[src/rtl/ascon_io_pkg.sv]
// Shared constants and types for the ASCON PS readback path.
//  - Default widths and word counts for the result reader.
//  - FSM state encoding.
//  - Status word layout and a helper that builds the word.
// Build option: ASCON_STATUS_WORD_EN appends a status word to every frame.
package ascon_io_pkg;

   localparam int unsigned DEF_CT_W   = 384;
   localparam int unsigned DEF_PT_W   = 256;
   localparam int unsigned DEF_WORD_W = 32;

   localparam int unsigned CT_WORDS = DEF_CT_W / DEF_WORD_W;
   localparam int unsigned PT_WORDS = DEF_PT_W / DEF_WORD_W;
`ifdef ASCON_STATUS_WORD_EN
   localparam int unsigned STATUS_WORDS = 1;
`else
   localparam int unsigned STATUS_WORDS = 0;
`endif
   localparam int unsigned NW    = CT_WORDS + PT_WORDS + STATUS_WORDS;
   localparam int unsigned IDX_W = $clog2(NW + 1);

   typedef logic [IDX_W-1:0] idx_t;

   typedef enum logic [1:0] {
      IDLE,
      SEND,
      DONE
   } state_t;

   // Status word layout: bit 31 auth_fail, bit 30 overrun, [15:0] word count.
   localparam int unsigned STAT_AUTH_BIT = 31;
   localparam int unsigned STAT_OVR_BIT  = 30;
   localparam int unsigned STAT_CNT_LSB  = 0;
   localparam int unsigned STAT_CNT_W    = 16;

   function automatic logic [31:0] status_word(input logic        auth,
                                               input logic        ovr,
                                               input logic [15:0] cnt);
      logic [31:0] w;
      w = '0;
      w[STAT_AUTH_BIT] = auth;
      w[STAT_OVR_BIT]  = ovr;
      w[STAT_CNT_LSB +: STAT_CNT_W] = cnt;
      return w;
   endfunction

endpackage

[src/rtl/ascon_word_shifter.sv]
// Loadable left shift register holding the result snapshot.
//  clk, rst    : clock, synchronous active-high reset (clears the register)
//  load        : capture load_data (has priority over shift)
//  load_data   : snapshot input, WIDTH bits
//  shift       : shift left by WORD_W bits, zero fill
//  msw         : most-significant WORD_W bits of the register
module ascon_word_shifter #(
   parameter int unsigned WIDTH  = 640,
   parameter int unsigned WORD_W = 32
) (
   input  logic              clk,
   input  logic              rst,
   input  logic              load,
   input  logic [WIDTH-1:0]  load_data,
   input  logic              shift,
   output logic [WORD_W-1:0] msw
);

   logic [WIDTH-1:0] shreg_q, shreg_d;

   always_comb begin
      shreg_d = shreg_q;
      if (load) begin
         shreg_d = load_data;
      end else if (shift) begin
         shreg_d = {shreg_q[WIDTH-WORD_W-1:0], {WORD_W{1'b0}}};
      end
   end

   always_ff @(posedge clk) begin
      if (rst) begin
         shreg_q <= '0;
      end else begin
         shreg_q <= shreg_d;
      end
   end

   assign msw = shreg_q[WIDTH-1 -: WORD_W];

endmodule

[src/rtl/ascon_result_reader.sv]
// PS readback of the ASCON PL core results.
// Snapshots ciphertext+tag and plaintext on cap_req (IDLE only), then streams
// the snapshot MSW first as WORD_W-bit words over a valid/ready handshake.
//  clk, rst   : clock, synchronous active-high reset
//  cap_req    : capture strobe
//  ct_in      : ciphertext+tag, CT_W bits
//  pt_in      : plaintext, PT_W bits (all-ones means tag mismatch)
//  rd_data    : current word (0 when not valid)
//  rd_valid   : rd_data valid
//  rd_ready   : consumer accepts word when rd_valid & rd_ready
//  rd_last    : final word of the frame
//  busy       : not IDLE
//  done       : one-cycle pulse after the final word is accepted
//  auth_fail  : plaintext was all-ones at the last capture
//  overrun    : sticky, cap_req seen while busy (cleared by a capture)
// Build option: ASCON_STATUS_WORD_EN appends the word
//  {auth_fail, overrun, 14'b0, 16'(NW)} after the plaintext words.
module ascon_result_reader
   import ascon_io_pkg::*;
#(
   parameter int unsigned CT_W   = DEF_CT_W,
   parameter int unsigned PT_W   = DEF_PT_W,
   parameter int unsigned WORD_W = DEF_WORD_W
) (
   input  logic              clk,
   input  logic              rst,
   input  logic              cap_req,
   input  logic [CT_W-1:0]   ct_in,
   input  logic [PT_W-1:0]   pt_in,
   output logic [WORD_W-1:0] rd_data,
   output logic              rd_valid,
   input  logic              rd_ready,
   output logic              rd_last,
   output logic              busy,
   output logic              done,
   output logic              auth_fail,
   output logic              overrun
);

`ifdef ASCON_STATUS_WORD_EN
   localparam int unsigned NW_L = CT_W/WORD_W + PT_W/WORD_W + 1;
`else
   localparam int unsigned NW_L = CT_W/WORD_W + PT_W/WORD_W;
`endif
   localparam int unsigned IDX_L = $clog2(NW_L + 1);
   localparam logic [IDX_L-1:0] LAST_IDX = IDX_L'(NW_L - 1);

   state_t           state_q, state_d;
   logic [IDX_L-1:0] idx_q, idx_d;
   logic             auth_q, auth_d;
   logic             ovr_q, ovr_d;
   logic             load, shift;
   logic [WORD_W-1:0] msw;

   ascon_word_shifter #(
      .WIDTH  (CT_W + PT_W),
      .WORD_W (WORD_W)
   ) u_shifter (
      .clk       (clk),
      .rst       (rst),
      .load      (load),
      .load_data ({ct_in, pt_in}),
      .shift     (shift),
      .msw       (msw)
   );

   always_comb begin
      state_d = state_q;
      idx_d   = idx_q;
      auth_d  = auth_q;
      ovr_d   = ovr_q;
      load    = 1'b0;
      shift   = 1'b0;
      case (state_q)
         IDLE: begin
            if (cap_req) begin
               load    = 1'b1;
               idx_d   = '0;
               auth_d  = &pt_in;
               ovr_d   = 1'b0;
               state_d = SEND;
            end
         end
         SEND: begin
            if (cap_req) begin
               ovr_d = 1'b1;
            end
            if (rd_ready) begin
               shift = 1'b1;
               idx_d = idx_q + IDX_L'(1);
               if (idx_q == LAST_IDX) begin
                  state_d = DONE;
               end
            end
         end
         DONE: begin
            if (cap_req) begin
               ovr_d = 1'b1;
            end
            state_d = IDLE;
         end
         default: state_d = IDLE;
      endcase
   end

   always_ff @(posedge clk) begin
      if (rst) begin
         state_q <= IDLE;
         idx_q   <= '0;
         auth_q  <= 1'b0;
         ovr_q   <= 1'b0;
      end else begin
         state_q <= state_d;
         idx_q   <= idx_d;
         auth_q  <= auth_d;
         ovr_q   <= ovr_d;
      end
   end

   always_comb begin
      rd_valid = (state_q == SEND);
      rd_last  = rd_valid && (idx_q == LAST_IDX);
      rd_data  = '0;
      if (rd_valid) begin
`ifdef ASCON_STATUS_WORD_EN
         // Shadow is exhausted by the status slot; overrun is the live flag.
         if (idx_q == LAST_IDX) begin
            rd_data = WORD_W'(status_word(auth_q, ovr_q, 16'(NW_L)));
         end else begin
            rd_data = msw;
         end
`else
         rd_data = msw;
`endif
      end
   end

   assign busy      = (state_q != IDLE);
   assign done      = (state_q == DONE);
   assign auth_fail = auth_q;
   assign overrun   = ovr_q;

endmodule
[config.mk]
export PLATFORM = sky130hd
export DESIGN_NAME = ascon_result_reader
export DESIGN_NICKNAME = d
export VERILOG_FILES = /design/src/rtl/ascon_io_pkg.sv /design/src/rtl/ascon_word_shifter.sv /design/src/rtl/ascon_result_reader.sv
export SDC_FILE = /design/constraint.sdc
export NUM_CORES = 2
export LEC_CHECK = 0
export ABC_AREA = 0
export BUFFER_PORTS_ARGS = -buffer_cell sky130_fd_sc_hd__buf_2
export CAP_MARGIN = 30
export CELL_PAD_IN_SITES_DETAIL_PLACEMENT = 0
export CELL_PAD_IN_SITES_GLOBAL_PLACEMENT = 1
export CORE_MARGIN = 4
export CORE_UTILIZATION = 46
export DETAILED_ROUTE_END_ITERATION = 8
export MAX_ROUTING_LAYER = met4
export PLACE_DENSITY_LB_ADDON = 0.1
export SLEW_MARGIN = 20
export SYNTH_ARGS = -nofsm -noshare
export SYNTH_HDL_FRONTEND = slang
export SYNTH_HIERARCHICAL = 1
export SYNTH_SLANG_ARGS = --single-unit
export TNS_END_PERCENT = 20
[constraint.sdc]
create_clock -name clk -period 6.7 [get_ports clk]
set_clock_uncertainty 0.2 [all_clocks]
set_input_delay 2.01 -clock clk [delete_from_list [all_inputs] [get_ports clk]]
set_output_delay 2.01 -clock clk [all_outputs]
set_load 0.005 [all_outputs]
== After elaboration in Yosys (flattened, before gate mapping) ==
Index checks and enable logic that the tools add are counted.

* Flip-flop bits (word level): 649
* Bits of input ports: 644
* Output and inout port bits: 38
* Word-level logic and storage cells: 42

* Add/sub/neg operators: 1
* Equality and inequality tests: 7
* Mux-type cells: 17
* Reductions and logical operators: 12

{| class="wikitable"
|+ Operators by type and width
! cell !! number
|-
| 640-bit two-way mux || 2
|-
| 256-bit AND reduction || 1
|-
| 32-bit two-way mux || 1
|-
| 5-bit two-way mux || 2
|-
| 5-bit case mux with 2 select lines || 1
|-
| 3-bit AND reduction || 3
|-
| 2-bit nonzero test || 4
|-
| 1-bit two-way mux || 6
|-
| 2-bit two-way mux || 3
|-
| 2-bit by 1-bit inequality test with 1-bit output (second input constant) || 3
|-
| 5-bit by 1-bit adder with 5-bit output (second input constant) || 1
|-
| 5-bit equality test (second input constant) || 1
|-
| 2-bit case mux with 2 select lines || 1
|-
| 2-bit by 1-bit equality test with 1-bit output (second input constant) || 1
|-
| 2-bit equality test (second input constant) || 1
|-
| 2-bit logical NOT || 1
|-
| 2-bit inequality test (second input constant) || 1
|-
| 1-bit case mux with 2 select lines || 1
|-
| 2-bit AND reduction || 1
|-
| 2-bit OR reduction || 1
|-
| 1-bit logical AND || 1
|}

== Logic depth before layout (Yosys ltp) ==
* Depth after elaboration: 4
* Gate-level depth with buffers: 10
* Gate-level depth less buffers: 7

== Cells and area by module ==
Netlist, hierarchy kept.

{| class="wikitable"
|+ By module, submodules not included
! module !! instances !! cells each !! area each (µm²) !! sequential area each (µm²)
|-
| ascon_word_shifter || 1 || 2,877 || 30,661.9 || 12,812.3
|-
| ascon_result_reader || 1 || 182 || 1,271.2 || 180.2
|}

== Worst setup path before layout ==
OpenSTA, ideal clock, no wires.

* Path type: register -> output
* From: register state_q[1]
* To: output port rd_data[0]
* Arrival time: 1.276 ns
* Data required time: 4.490 ns
* Path slack: 3.214 ns
* Cell stages (with the launch flop): 6
* Buffers on the path: 2
* Cell sequence: dfxtp_1 inv_1 ha_1 clkbuf_1 clkbuf_1 and2_1

* Longest elaborated chain between the ends: 2

{| class="wikitable"
|+ RTL lines
! what !! RTL line !! RTL
|-
| from (decl) || ascon_result_reader.sv:48 || <nowiki>state_t state_q, state_d;</nowiki>
|-
| from (signal assigned) || ascon_result_reader.sv:113 || <nowiki>state_q <= state_d;</nowiki>
|-
| 2-bit by 1-bit equality test with 1-bit output || ascon_result_reader.sv:121 || <nowiki>rd_valid = (state_q == SEND);</nowiki>
|-
| named net rd_valid || ascon_result_reader.sv:31 || <nowiki>output logic rd_valid,</nowiki>
|-
| 32-bit two-way mux || ascon_result_reader.sv:124 || <nowiki>if (rd_valid) begin</nowiki>
|-
| to (decl) || ascon_result_reader.sv:30 || <nowiki>output logic [WORD_W-1:0] rd_data,</nowiki>
|}

The timed path passes the listed nets, and every way through them passes these cells.

== Final worst setup path ==
* From: register state_q[1]
* To: output port rd_data[4]

* Longest elaborated chain between the ends: 2

{| class="wikitable"
|+ RTL lines
! what !! RTL line
|-
| 2-bit by 1-bit equality test with 1-bit output || ascon_result_reader.sv:121
|-
| 32-bit two-way mux || ascon_result_reader.sv:124
|}

Every way passes these cells.

==> results.yml <==
pwr:
  p_sw_share_pct: 33.49
  p_clk_share_pct: 29.2
  switching_power_uw: 4975
  internal_power_uw: 9881
  power_density_nw_per_um2: 399.5
  leakagePower_uw: 0.01345
  combPwrFrac_pct: 31.8
  peakVddDrop_v: 0.0002189
  seqPwrFrac_pct: 39.0
detailed_routing:
  routed_via_density: 5.547
  final_antenna_net_count: 0
  initialDrtViolationCount: 1808
  wirelength_mm: 109.7
  drtPass1Iterations: 5
  num_vias: 25156
  drc: 0
  wl_per_cell_um: 24.18
global_routing:
  grt_first_pass_wirelength_mm: 159.9
  grt_max_degree: 276
  grt_usage_pct: 28.86
  antenna_found_initial: 33
  grt_overflow: 0
  grt_pass1_vias: 26013
finish:
  area_growth_pct: 16.46
  final_area_sq_um: 37190
  nFillCells: 6353
  nNetsFinal: 4171
  drive_above_1_share_pct: 25.41
  regArea_sq_um: 12990
  multi_input_area_sq_um: 16430
critical_path:
  start_kind: "flop"
  cp_num_buf_inv: 2
  crit_slowest_cell: "ha_2"
  cp_max_fo: 41
  cp-end-kind: "output pin"
  required_ps: 4490
  path_cells: "inv_1 > ha_2 > and2_1 > buf_2"
  arrival_ps: 2100
  path_delay_family: "adder cells"
  critical-path-max-stage-delay_ps: 650
  critical_path_class: "flop to output pin"
clocking:
  cts.sinks: 649
  insertion_delay_ps: 600
  ctsResizeCount: 0
  hold_buffers: 0
  cts.clk_slew.worst_paths_ps: 60
  cts_max_path_buffers: 3
  htree_num_levels: 3
  cts_buffers: 72
  cts_root_buf: "clkbuf_16"
  cts_tree: "yes"
  post-cts-setup-buffer-count: 0
run_status:
  run_status: "completed"
sta:
  hold_viol: 0
  finalCritPeriodShare_pct: 64.32
  rsz0062_at_grt: "no"
  tightest_slew_ps: 1111
  period_needed_ps: 4309
  drv_slew: 0
  relSlewSlack_pct: 25.93
  setup_viol: 0
  fmax_mhz: 232.1
  setup_ws_ps: 2391
  fin_tns_setup_ps: 0
run:
  cap_violations: 0
floorplanning:
  num_rows: 96
  die_h_um: 271.5
  core_sq_um: 68710
  die_w_um: 271.5
  dieArea_sq_um: 73700
  start_util_pct: 46.48
  num_io_pins: 682
logic_synthesis:
  synth_nets: 3709
  synth_top_area_cell: "dfxtp_1"
  async_flop_share_pct: 0
  yosys_warnings: 6
  ys.flop_type: "dfxtp_1"
  synth_area_sq_um: 31930
  synth_cells: 3059
  synth_top_area_share_pct: 40.69
  synth.top_cells.by_area: "dfxtp_1, mux2i_1, a211oi_1, nor2b_1, buf_12"
  syn_area_per_cell_sq_um: 10.44
  synth_cell_types: 34
  synth_edf_count: 0
  ys_seq_elements: 649
  synth-seq-area-share_pct: 40.69
placement:
  dp_hpwl_mm: 79.62
  gp_congestion: 0.8969
  post_dp_cell_area_sq_um: 34480
  pre_cts_slack_ps: 2022
  port_buffers: 681
worst_hold_path:
  hold_path.class: "flop to flop"
stage by stage:
step                power [uW]  std cells  util (%)  hold WS, ps
global placement         10430       4377     50.19        289.6
global route             15600       4527     54.10        356.2
floorplan                 9604       3059         -        271.7
finish                   14860       4535     54.13        316.6
CTS                      14920       4508     54.01        321.5
detailed placement       10540       4377     50.19        308.1
cells in the mapped netlist (3+ instances only):
cell type,count
dfxtp_1,649
mux2i_1,611
nor2b_1,608
a211oi_1,536
clkbuf_1,160
a211oi_2,72
nand4_1,67
buf_12,62
buf_2,38
nand2_1,37
and2_1,34
buf_4,33
a21oi_1,32
or3b_1,32
buf_1,15
nor4_1,14
nor2_1,9
buf_6,8
inv_1,8
ha_1,6
buf_8,4
nand3_1,4
a22oi_1,3
nor3_1,3
o21ai_0,3
xor2_1,3
layout make-up:
type	instances	area share, %
Sequential cell	649	34.93
Inverter	9	0.1312
Timing Repair Buffer	708	10.41
Clock inverter	25	1.040
Antenna cell	26	0.1749
Tap cell	931	3.132
Clock buffer	106	6.012
Multi-Input combinational cell	2081	44.17
sequential cells by signal, indices dropped and copies added (netlist names):
name / cells
overrun: 1
auth_fail: 1
u_shifter/shreg_q: 640
state_q: 2
idx_q: 5
layer usage:
layer  vias to the layer above  wire length (um)  global-route usage, %
met2                       677             55380                  50.19
li1                      12124                 -                      -
met4                         0              3087                  8.252
met1                     12186             46110                  34.86
met5                         -                 0                      -
met3                       169              5081                  4.331
power by group through the flow:
stage / sequential, uW / clock, uW / combinational, uW
2_1_floorplan: 5430 / 0 / 4180
3_3_place_gp: 5860 / 0 / 4570
3_5_place_dp: 5880 / 0 / 4670
4_1_cts: 5800 / 4420 / 4700
5_1_grt: 5890 / 4560 / 5150
6_report: 5800 / 4340 / 4720
layout by cell type (no fill, tap or decap), drive strengths merged:
cell,instances
nor2,9
nand2,37
and2,34
mux2i,611
nor3,3
or3b,32
nor2b,608
bufinv,10
a21boi,1
xor2,3
diode,26
nand3,4
nand4b,1
buf,708
o21ai,3
clkinv,13
a22oi,3
a21oi,33
nand4,67
inv,11
a211oi,608
a32o,1
and4bb,1
nand2b,1
nor4,15
ha,6
dfxtp,649
clkbuf,106
worst reg2reg max path, stage by stage (launching register included):
cell	delay (ps)
dfxtp_1	330
inv_1	130
ha_2	650
and2_4	600
buf_12	310
buf_12	500
mux2i_1	470
a211oi_1	100
worst paths after layout:
check	from	to	slack, ps	depth (start not counted)
worst max-delay path	state_q[1]	rd_data[4]	2390	4
worst min-delay path	overrun	overrun	320	2
worst min register to register	overrun	overrun	320	2
worst max register to register	state_q[1]	u_shifter/shreg_q[171]	3270	7
logic make-up after synthesis:
| logic type | after synthesis | share of synthesized area [%] |
|---|---|---|
| buf+inv | 329 | 7.891 |
| xor+xnor | 3 | 0.08230 |
| compound gates | 649 | 16.14 |
| fa+ha+maj | 6 | 0.2351 |
| simple gates | 812 | 15.82 |
| mux | 611 | 19.15 |
| flops | 649 | 40.69 |
(Power assumes the default switching activity.)
